## config.mk

```make
export PLATFORM = sky130hd
export DESIGN_NAME = cpu_control_unit
export DESIGN_NICKNAME = d
export VERILOG_FILES = /design/src/rtl/cpu_control_unit.sv
export SDC_FILE = /design/constraint.sdc
export NUM_CORES = 1
export LEC_CHECK = 0
export BUFFER_PORTS_ARGS = -buffer_cell sky130_fd_sc_hd__buf_2
export CORE_ASPECT_RATIO = 0.5
export CORE_MARGIN = 4
export CORE_UTILIZATION = 44
export CTS_CLUSTER_DIAMETER = 120
export CTS_CLUSTER_SIZE = 20
export DETAILED_ROUTE_END_ITERATION = 16
export PLACE_DENSITY = 0.77
export SLEW_MARGIN = 30
export SYNTH_ARGS = -nofsm -noshare
export SYNTH_HDL_FRONTEND = slang
export SYNTH_SLANG_ARGS = --single-unit
```

## constraint.sdc

```tcl
create_clock -name CLK -period 1.7 [get_ports CLK]
set_clock_uncertainty 0.2 [all_clocks]
set_input_delay 0.17 -clock CLK [delete_from_list [all_inputs] [get_ports CLK]]
set_output_delay 0.17 -clock CLK [all_outputs]
set_load 0.02 [all_outputs]
```

## src/rtl/cpu_control_unit.sv

```systemverilog
// cpu_control_unit: 4-cycle fetch/decode/memrd/execute sequencer driving an external ALU.
// Owns PC, IR, accumulator and flags; handles load/store, conditional jumps and halt.
module cpu_control_unit #(
  parameter int SIZE   = 8,
  parameter int ADDR_W = 8
) (
  input  logic              CLK,
  input  logic              RST_N,
  output logic [ADDR_W-1:0] imem_addr,
  input  logic [ADDR_W+3:0] imem_rdata,
  output logic [ADDR_W-1:0] dmem_addr,
  input  logic [SIZE-1:0]   dmem_rdata,
  output logic [SIZE-1:0]   dmem_wdata,
  output logic              dmem_we,
  output logic              alu_ce,
  output logic [3:0]        alu_op_code,
  output logic [SIZE-1:0]   alu_left,
  output logic [SIZE-1:0]   alu_right,
  output logic              alu_carry_in,
  input  logic [SIZE-1:0]   alu_op_out,
  input  logic              alu_carry_out,
  output logic              zero_flag,
  output logic              carry_flag,
  output logic [SIZE-1:0]   acc_out,
  output logic [ADDR_W-1:0] pc_out,
  output logic              halted
);
  typedef enum logic [2:0] {S_FETCH, S_DECODE, S_MEMRD, S_EXEC, S_HALT} state_t;
  state_t              r_state, w_next;
  logic [ADDR_W-1:0]   r_pc;
  logic [ADDR_W+3:0]   r_ir;
  logic [SIZE-1:0]     r_acc;
  logic                r_zf, r_cf;
  logic [3:0]          w_op;
  logic [ADDR_W-1:0]   w_opnd;
  logic                w_exec, w_acc_wr, w_jump;
  assign w_op     = r_ir[ADDR_W+3:ADDR_W];
  assign w_opnd   = r_ir[ADDR_W-1:0];
  assign w_exec   = r_state == S_EXEC;
  assign w_acc_wr = w_op < 4'hC && w_op != 4'h7;
  // jump test uses the flag as it stood before this instruction
  assign w_jump   = (w_op == 4'hD && r_zf) || (w_op == 4'hE && !r_zf);
  always_ff @(posedge CLK)
    if (!RST_N) r_state <= S_FETCH;
    else        r_state <= w_next;
  always_comb begin
    w_next = r_state == S_FETCH  ? S_DECODE :
             r_state == S_DECODE ? S_MEMRD  :
             r_state == S_MEMRD  ? S_EXEC   :
             r_state == S_EXEC   ? (w_op == 4'hC ? S_HALT : S_FETCH) : S_HALT;
  end
  always_ff @(posedge CLK)
    if (!RST_N) begin
      r_pc  <= '0;
      r_ir  <= '0;
      r_acc <= '0;
      r_zf  <= 1'b0;
      r_cf  <= 1'b0;
    end else begin
      if (r_state == S_DECODE) r_ir <= imem_rdata;
      if (w_exec && w_op != 4'hC) r_pc <= w_jump ? w_opnd : r_pc + 1'b1;
      if (w_exec && w_acc_wr) begin
        r_acc <= alu_op_out;
        r_zf  <= alu_op_out == '0;
      end
      if (w_exec && w_op <= 4'h1) r_cf <= alu_carry_out;
    end
  always_comb begin
    imem_addr    = r_pc;
    dmem_addr    = w_opnd;
    dmem_wdata   = r_acc;
    dmem_we      = RST_N && w_exec && w_op == 4'h7;
    alu_ce       = RST_N && w_exec && w_op < 4'hC;
    alu_op_code  = w_op;
    alu_left     = r_acc;
    alu_right    = dmem_rdata;
    alu_carry_in = 1'b0;
    zero_flag    = r_zf;
    carry_flag   = r_cf;
    acc_out      = r_acc;
    pc_out       = r_pc;
    halted       = r_state == S_HALT;
  end
endmodule

```

==> reports/metrics.cfg, run 1 <==
[sta]
rsz0062_at_grt=true
maxSlewHeadroom_pct=51.0
fmax_mhz=610
worst_slew_pin_slew_ns=0.734
period_share_pct=96.5
setup_viol=0
layout_min_cycle_time_ns=1.64
finalHoldViolCount=0
drv_slew=0

[yosys]
synth_area_sq_um=1750
synthDistinctLibCells=38
synth.area.top_cells=dfxtp_1, mux2i_1, buf_4
syn-num-nets=228
ys_async_sr_fraction_pct=0
ys_seq_area_share_pct=37.8
synth-seq-cells=33
yosysTopAreaCellShare_pct=37.8
avgSynthCellArea_sq_um=8.91
synth_edf_count=0
synth_cells=196
ys_warn_count=0
ys.flop_type=dfxtp_1
yosys.area.top_type=dfxtp_1

[worst_setup_path]
worstSetupStartpoint=r_state[2]
endpoint_kind=output pin
crit_family=simple AND/OR/NAND/NOR gates
ff2ff_path_depth=4
r2r-end=imem_addr[7]
slowest_stage=dfxtp_2
cp.depth=4
path_buf_inv=1
worstSetupPathType=reg2out
cp_max_fo=6
worstPathArrival_ns=1.27
critPathRequiredTime_ns=1.33
slowest_delay_ns=0.34
rrSetupSlack_ns=0.08
start_kind=register
worstReg2RegStart=r_ir[11]
cp_cell_sequence=and3b_2 -> nand2_1 -> a21oi_2 -> buf_4

[worst_hold_path]
hold_start=RST_N
worstHoldEndpoint=r_state[2]
hold_path_depth=2
hold_path.class=in2reg

[floorplan]
row_count=15
core_area_sq_um=3620
die_area_sq_um=5100
start_util_pct=48.2
pin_count=97
die_y_microns=52.6
fp.dieW_microns=97.1

[drt]
drt_iter0_markers=80
routed_via_density=4.97
firstDrtPassIters=5
drcViolationCount=0
num_vias=1599
wl_per_cell_microns=13.9
final_antenna_net_count=0
finalWirelength_mm=4.49

[clock_tree]
cts_tree=done
h-tree-depth=2
worst_skew_pair.late_latency_ns=0.29
clockBufferDepth=2
cts.sinks=33
numCtsBuffers=5
path_clk_slew_ns=0.07
cts-root-buf=clkbuf_8

[grt]
grt_pass1_wl_mm=7.11
grtUsageTotal_pct=17.7
grt_pass1_vias=1534
grt_max_degree=24
grt.overflow.total=0
top_usage_layer=met2
use_met2_pct=32.3
use_met1_pct=19.2
antenna_found_initial=0
grtUsageMet3_pct=5.05

[job]
cap_violations=0

[placement]
portBuffers=79
post-dp-hpwl_mm=2.96
dp_cells=293
gp_congestion=0.785

[power_and_ir_drop]
power_frac_comb_pct=15.7
p_total_mw=1.92
p_int_mw=1.43
swShare_pct=25.6
p_seq_share_pct=44.1
power.switching_mw=0.490
powerDensity_nw_per_um2=822
p_clk_share_pct=40.2
vdd_drop_max_mv=0.440
p_leak_nw=1.16

[final_layout]
syn_to_final_growth_pct=33.4
drive_above_1_share_pct=38.7
layout_common_cells=buf_2, dfxtp_1, nor2_1
final_common_cell=buf_2
antenna_cells=0
final_cells=322
layout.nets=302
num-fill-cells=295

[outcome]
status=finished, final reports clean

==> sequential cells by signal, summed over array words and instances (netlist names) <==
register    count
r_state         3
imem_addr       8
acc_out         8
carry_flag      1
r_ir           12
zero_flag       1
==> cell type report <==
class / count / area, sq um / share of cell area (%)
well taps: 51 / 63.8 / 2.74
repair buffers: 108 / 683 / 29.3
flip-flops and latches: 33 / 673 / 28.9
inverters: 1 / 3.75 / 0.161
clock inverters: 1 / 30.0 / 1.29
multi-input cells: 121 / 790 / 33.9
clock buffers: 7 / 86.3 / 3.71
==> cells in the mapped netlist (all sizes together), types with 2 or more instances <==
library cell  count
a21oi             6
a31oi             2
and2              2
and3b             2
buf              38
clkbuf            3
dfxtp            33
mux2i            27
nand2            13
nand2b            2
nand3             4
nor2             28
nor3              3
nor3b             3
nor4              4
o21a              2
o21ai             3
o22ai             4
o2bb2ai           2
==> worst reg2reg max path, cell delays in order (launching register included) <==
cell and delay [ns]:
dfxtp_1 0.44, nand2_1 0.16, o31a_2 0.37, nand2_1 0.21, o22ai_1 0.13
==> metrics by stage <==
step	setup TNS (ns)	area (sq um)	hold WS, ns	worst slack [ns]	util, %
after floorplan	0	1750	0.117	0.0249	-
after global placement	0	1980	0.140	0.164	54.6
after detailed placement	0	1980	0.140	0.109	54.6
after CTS	0	2310	0.00652	0.0384	63.7
after global routing	-0.0359	2330	0.0290	-0.0289	64.3
final	0	2330	0.0148	0.0595	64.3
==> cells by family (layout without fill, tap and decap cells) <==
group | count (synthesis) | count (layout) | share of synthesized area (%)
adder cells (fa/ha/maj) | 1 | 1 | 0.716
buffers and inverters | 42 | 117 | 17.5
XOR/XNOR | 1 | 1 | 0.502
multiplexers | 27 | 27 | 15.5
flip-flops | 33 | 33 | 37.8
other | 1 | 1 | 0.215
AND/OR/NAND/NOR | 67 | 67 | 18.6
AO/OA/AOI/OAI | 24 | 24 | 9.10
==> layer usage <==
metal  wire length (microns)  share of wire, %
met1                    1870                42
met2                    2260                50
met3                     311               6.9
met4                      53               1.2
met5                       0                 0
==> timing repair <==
item / CTS / global route
setup endpoints to repair: 1 / 9
hold buffers: 21 / 0
endpoints found under the hold margin: 22 / 0
setup buffers: 0 / 0
pin swaps: 0 / 1
gates resized for setup: 2 / 9
==> power groups by stage <==
stage / Combinational, mW / Sequential, mW / Clock (mW)
after floorplan: 0.183 / 0.888 / 0
after global placement: 0.254 / 0.859 / 0
after detailed placement: 0.258 / 0.861 / 0
after CTS: 0.295 / 0.845 / 0.782
after global routing: 0.325 / 0.850 / 0.820
final: 0.301 / 0.845 / 0.770
==> worst max-delay path by stage <==
| stage | to | slack, ns |
|---|---|---|
| finish | alu_ce | 0.06 |
| detailed placement | imem_addr[0] | 0.11 |
| global route | imem_addr[0] | -0.03 |
| global placement | imem_addr[0] | 0.16 |
| CTS | alu_ce | 0.04 |
| floorplan | imem_addr[0] | 0.02 |
Note: power is estimated with default switching activity, not from simulation.
==> inputs of run 2 (changes only) <==
--- a/config.mk
+++ b/config.mk
@@ -8,11 +8,11 @@
 export BUFFER_PORTS_ARGS = -buffer_cell sky130_fd_sc_hd__buf_2
 export CORE_ASPECT_RATIO = 0.5
 export CORE_MARGIN = 4
-export CORE_UTILIZATION = 44
+export CORE_UTILIZATION = 47
 export CTS_CLUSTER_DIAMETER = 120
 export CTS_CLUSTER_SIZE = 20
 export DETAILED_ROUTE_END_ITERATION = 16
-export PLACE_DENSITY = 0.77
+export PLACE_DENSITY = 0.82
 export SLEW_MARGIN = 30
 export SYNTH_ARGS = -nofsm -noshare
 export SYNTH_HDL_FRONTEND = slang
==> constraint.sdc (replaced) <==
create_clock -name CLK -period 2 [get_ports CLK]
set_clock_uncertainty 0.2 [all_clocks]
set_input_delay 0.2 -clock CLK [delete_from_list [all_inputs] [get_ports CLK]]
set_output_delay 0.2 -clock CLK [all_outputs]
set_load 0.02 [all_outputs]
==> reports/metrics.cfg, run 2 (synthesis gave the netlist of run 1 again) <==
[drt]
final_antenna_net_count=0  ; unchanged
routed_via_density=5.15  ; +3.7%
drcViolationCount=0  ; unchanged
finalWirelength_mm=4.60  ; +2.5%
firstDrtPassIters=4  ; -1
drt_iter0_markers=148  ; +85%
wl_per_cell_microns=14.4  ; +3.5%
num_vias=1642  ; +2.7%

[sta]
finalHoldViolCount=0  ; unchanged
setup_tns_ns=0  ; unchanged
layout_min_cycle_time_ns=1.82
setup_viol=0  ; unchanged
maxSlewHeadroom_pct=50.0  ; -0.99 points
period_share_pct=91.0
fmax_mhz=549
hold_ws_ns=0.0489  ; +0.0341 ns
rsz0062_at_grt=false
drv_slew=0  ; unchanged
worst_slew_pin_slew_ns=0.749  ; +0.0148 ns

[grt]
top_usage_layer=met2
grtUsageTotal_pct=20.0  ; +2.3 points
grt_pass1_vias=1522  ; -0.78%
antenna_found_initial=0  ; unchanged
use_met2_pct=34.5  ; +2.2 points
grt_max_degree=24  ; unchanged
grt.overflow.total=0  ; unchanged
grt_pass1_wl_mm=7.36  ; +3.5%
grtUsageMet3_pct=5.00  ; -0.046 points
use_met1_pct=22.3  ; +3.1 points

[worst_setup_path]
worstReg2RegStart=r_ir[9]
worstSetupPathType=reg2out
critPathRequiredTime_ns=1.60  ; +0.27 ns
ff2ff_path_depth=4  ; unchanged
cp_max_fo=6  ; unchanged
slowest_delay_ns=0.45  ; +0.11 ns
worstSetupStartpoint=r_state[1]
r2r-end=imem_addr[0]
rrSetupSlack_ns=0.22  ; +0.14 ns
endpoint_kind=output pin
start_kind=register
crit_end=alu_ce
cp_cell_sequence=and3b_1 -> nand2_1 -> a21oi_1 -> buf_2
worstPathArrival_ns=1.42  ; +0.15 ns
slowest_stage=dfxtp_1

[floorplan]
die_y_microns=51.1  ; -2.7%
start_util_pct=49.8  ; +1.5 points
die_area_sq_um=4810  ; -5.6%
row_count=15  ; unchanged
fp.dieW_microns=94.2  ; -3.0%
pin_count=97  ; unchanged
core_area_sq_um=3510  ; -3.1%

[clock_tree]
numCtsBuffers=5  ; unchanged
cts.sinks=33  ; unchanged
worst_skew_pair.late_latency_ns=0.29  ; about the same
h-tree-depth=2  ; unchanged
path_clk_slew_ns=0.07  ; about the same
clockBufferDepth=2  ; unchanged
cts_resized=0  ; -2
cts_tree=done
post-cts-setup-buffers=0  ; unchanged
cts-root-buf=clkbuf_8

[final_layout]
layout.nets=298  ; -1.3%
largest_reg_flops=12  ; unchanged
final_common_cell=buf_2
drive_above_1_share_pct=35.6  ; -3.2 points
layout_common_cells=buf_2, dfxtp_1, nor2_1
regMostFlops=r_ir
design_area_sq_um=2260  ; -3.0%
syn_to_final_growth_pct=29.4
postLayoutCoreUtil_pct=64.4  ; +0.067 points

[placement]
placed_area_sq_um=1950  ; -1.6%
portBuffers=79  ; unchanged
post-dp-hpwl_mm=2.97  ; +0.43%
gp_congestion=0.784  ; -0.15%

[outcome]
status=finished, final reports clean

[power_and_ir_drop]
power_frac_comb_pct=16.5  ; +0.8 points
p_clk_share_pct=36.5  ; -3.7 points
vdd_drop_max_mv=0.293  ; -33%
power.switching_mw=0.420  ; -14%
p_int_mw=1.11  ; -22%
p_seq_share_pct=47.0  ; +2.9 points
swShare_pct=27.4  ; +1.8 points
powerDensity_nw_per_um2=679  ; -17%
p_leak_nw=1.13  ; -2.6%

[job]
cap_violations=0  ; unchanged

[worst_hold_path]
hold_path.class=in2reg
hold_path_depth=2  ; unchanged
hold_start=RST_N

[run 2: critical path, delay by kind of cell (launching register included)]
family | cells | cell delay [ns]
compound gates | 1 | 0.16
simple gates | 2 | 0.34
buf+inv | 1 | 0.19
flops | 1 | 0.45
[run 2: cell type report]
class	instances	area (sq um)
flip-flops and latches	33	661
fillers	286	1250
clock inverters	1	5.00
multi-input cells	121	779
diodes	1	2.50
well taps	51	63.8
inverters	1	3.75
repair buffers	104	648
clock buffers	7	96.3
[run 2: per-stage QoR]
| stage | std cells | setup slack, ns | power (mW) |
|---|---|---|---|
| 3_3_place_gp | 289 | 0.329 | 0.945 |
| 6_report | 319 | 0.180 | 1.53 |
| 3_5_place_dp | 289 | 0.260 | 0.951 |
| 4_1_cts | 318 | 0.218 | 1.53 |
| 2_1_floorplan | 196 | 0.259 | 0.910 |
| 5_1_grt | 318 | 0.111 | 1.60 |
[run 2: worst min path at each step]
stage,to,slack [ns]
global route,r_state[2],0.04
detailed placement,alu_right[2],0.20
finish,r_state[2],0.05
floorplan,r_ir[8],0.15
global placement,alu_right[2],0.20
CTS,r_state[2],0.04
[run 2: routing by layer]
| layer | routed length [microns] | vias up |
|---|---|---|
| met4 | 157 | 0 |
| met1 | 1820 | 785 |
| met3 | 323 | 23 |
| li1 | - | 776 |
| met5 | 0 | - |
| met2 | 2310 | 58 |
[run 2: timing repair]
item / CTS / global route
endpoints found under the setup margin: 0 / 0
hold endpoints to repair: 21 / 0
hold buffers: 21 / 0
[run 2: power by group through the flow]
stage          Clock (mW)  Combinational, mW  Sequential [mW]
3_3_place_gp            0              0.214            0.732
4_1_cts             0.566              0.249            0.720
2_1_floorplan           0              0.156            0.755
3_5_place_dp            0              0.217            0.734
5_1_grt             0.603              0.271            0.725
6_report            0.559              0.253            0.722
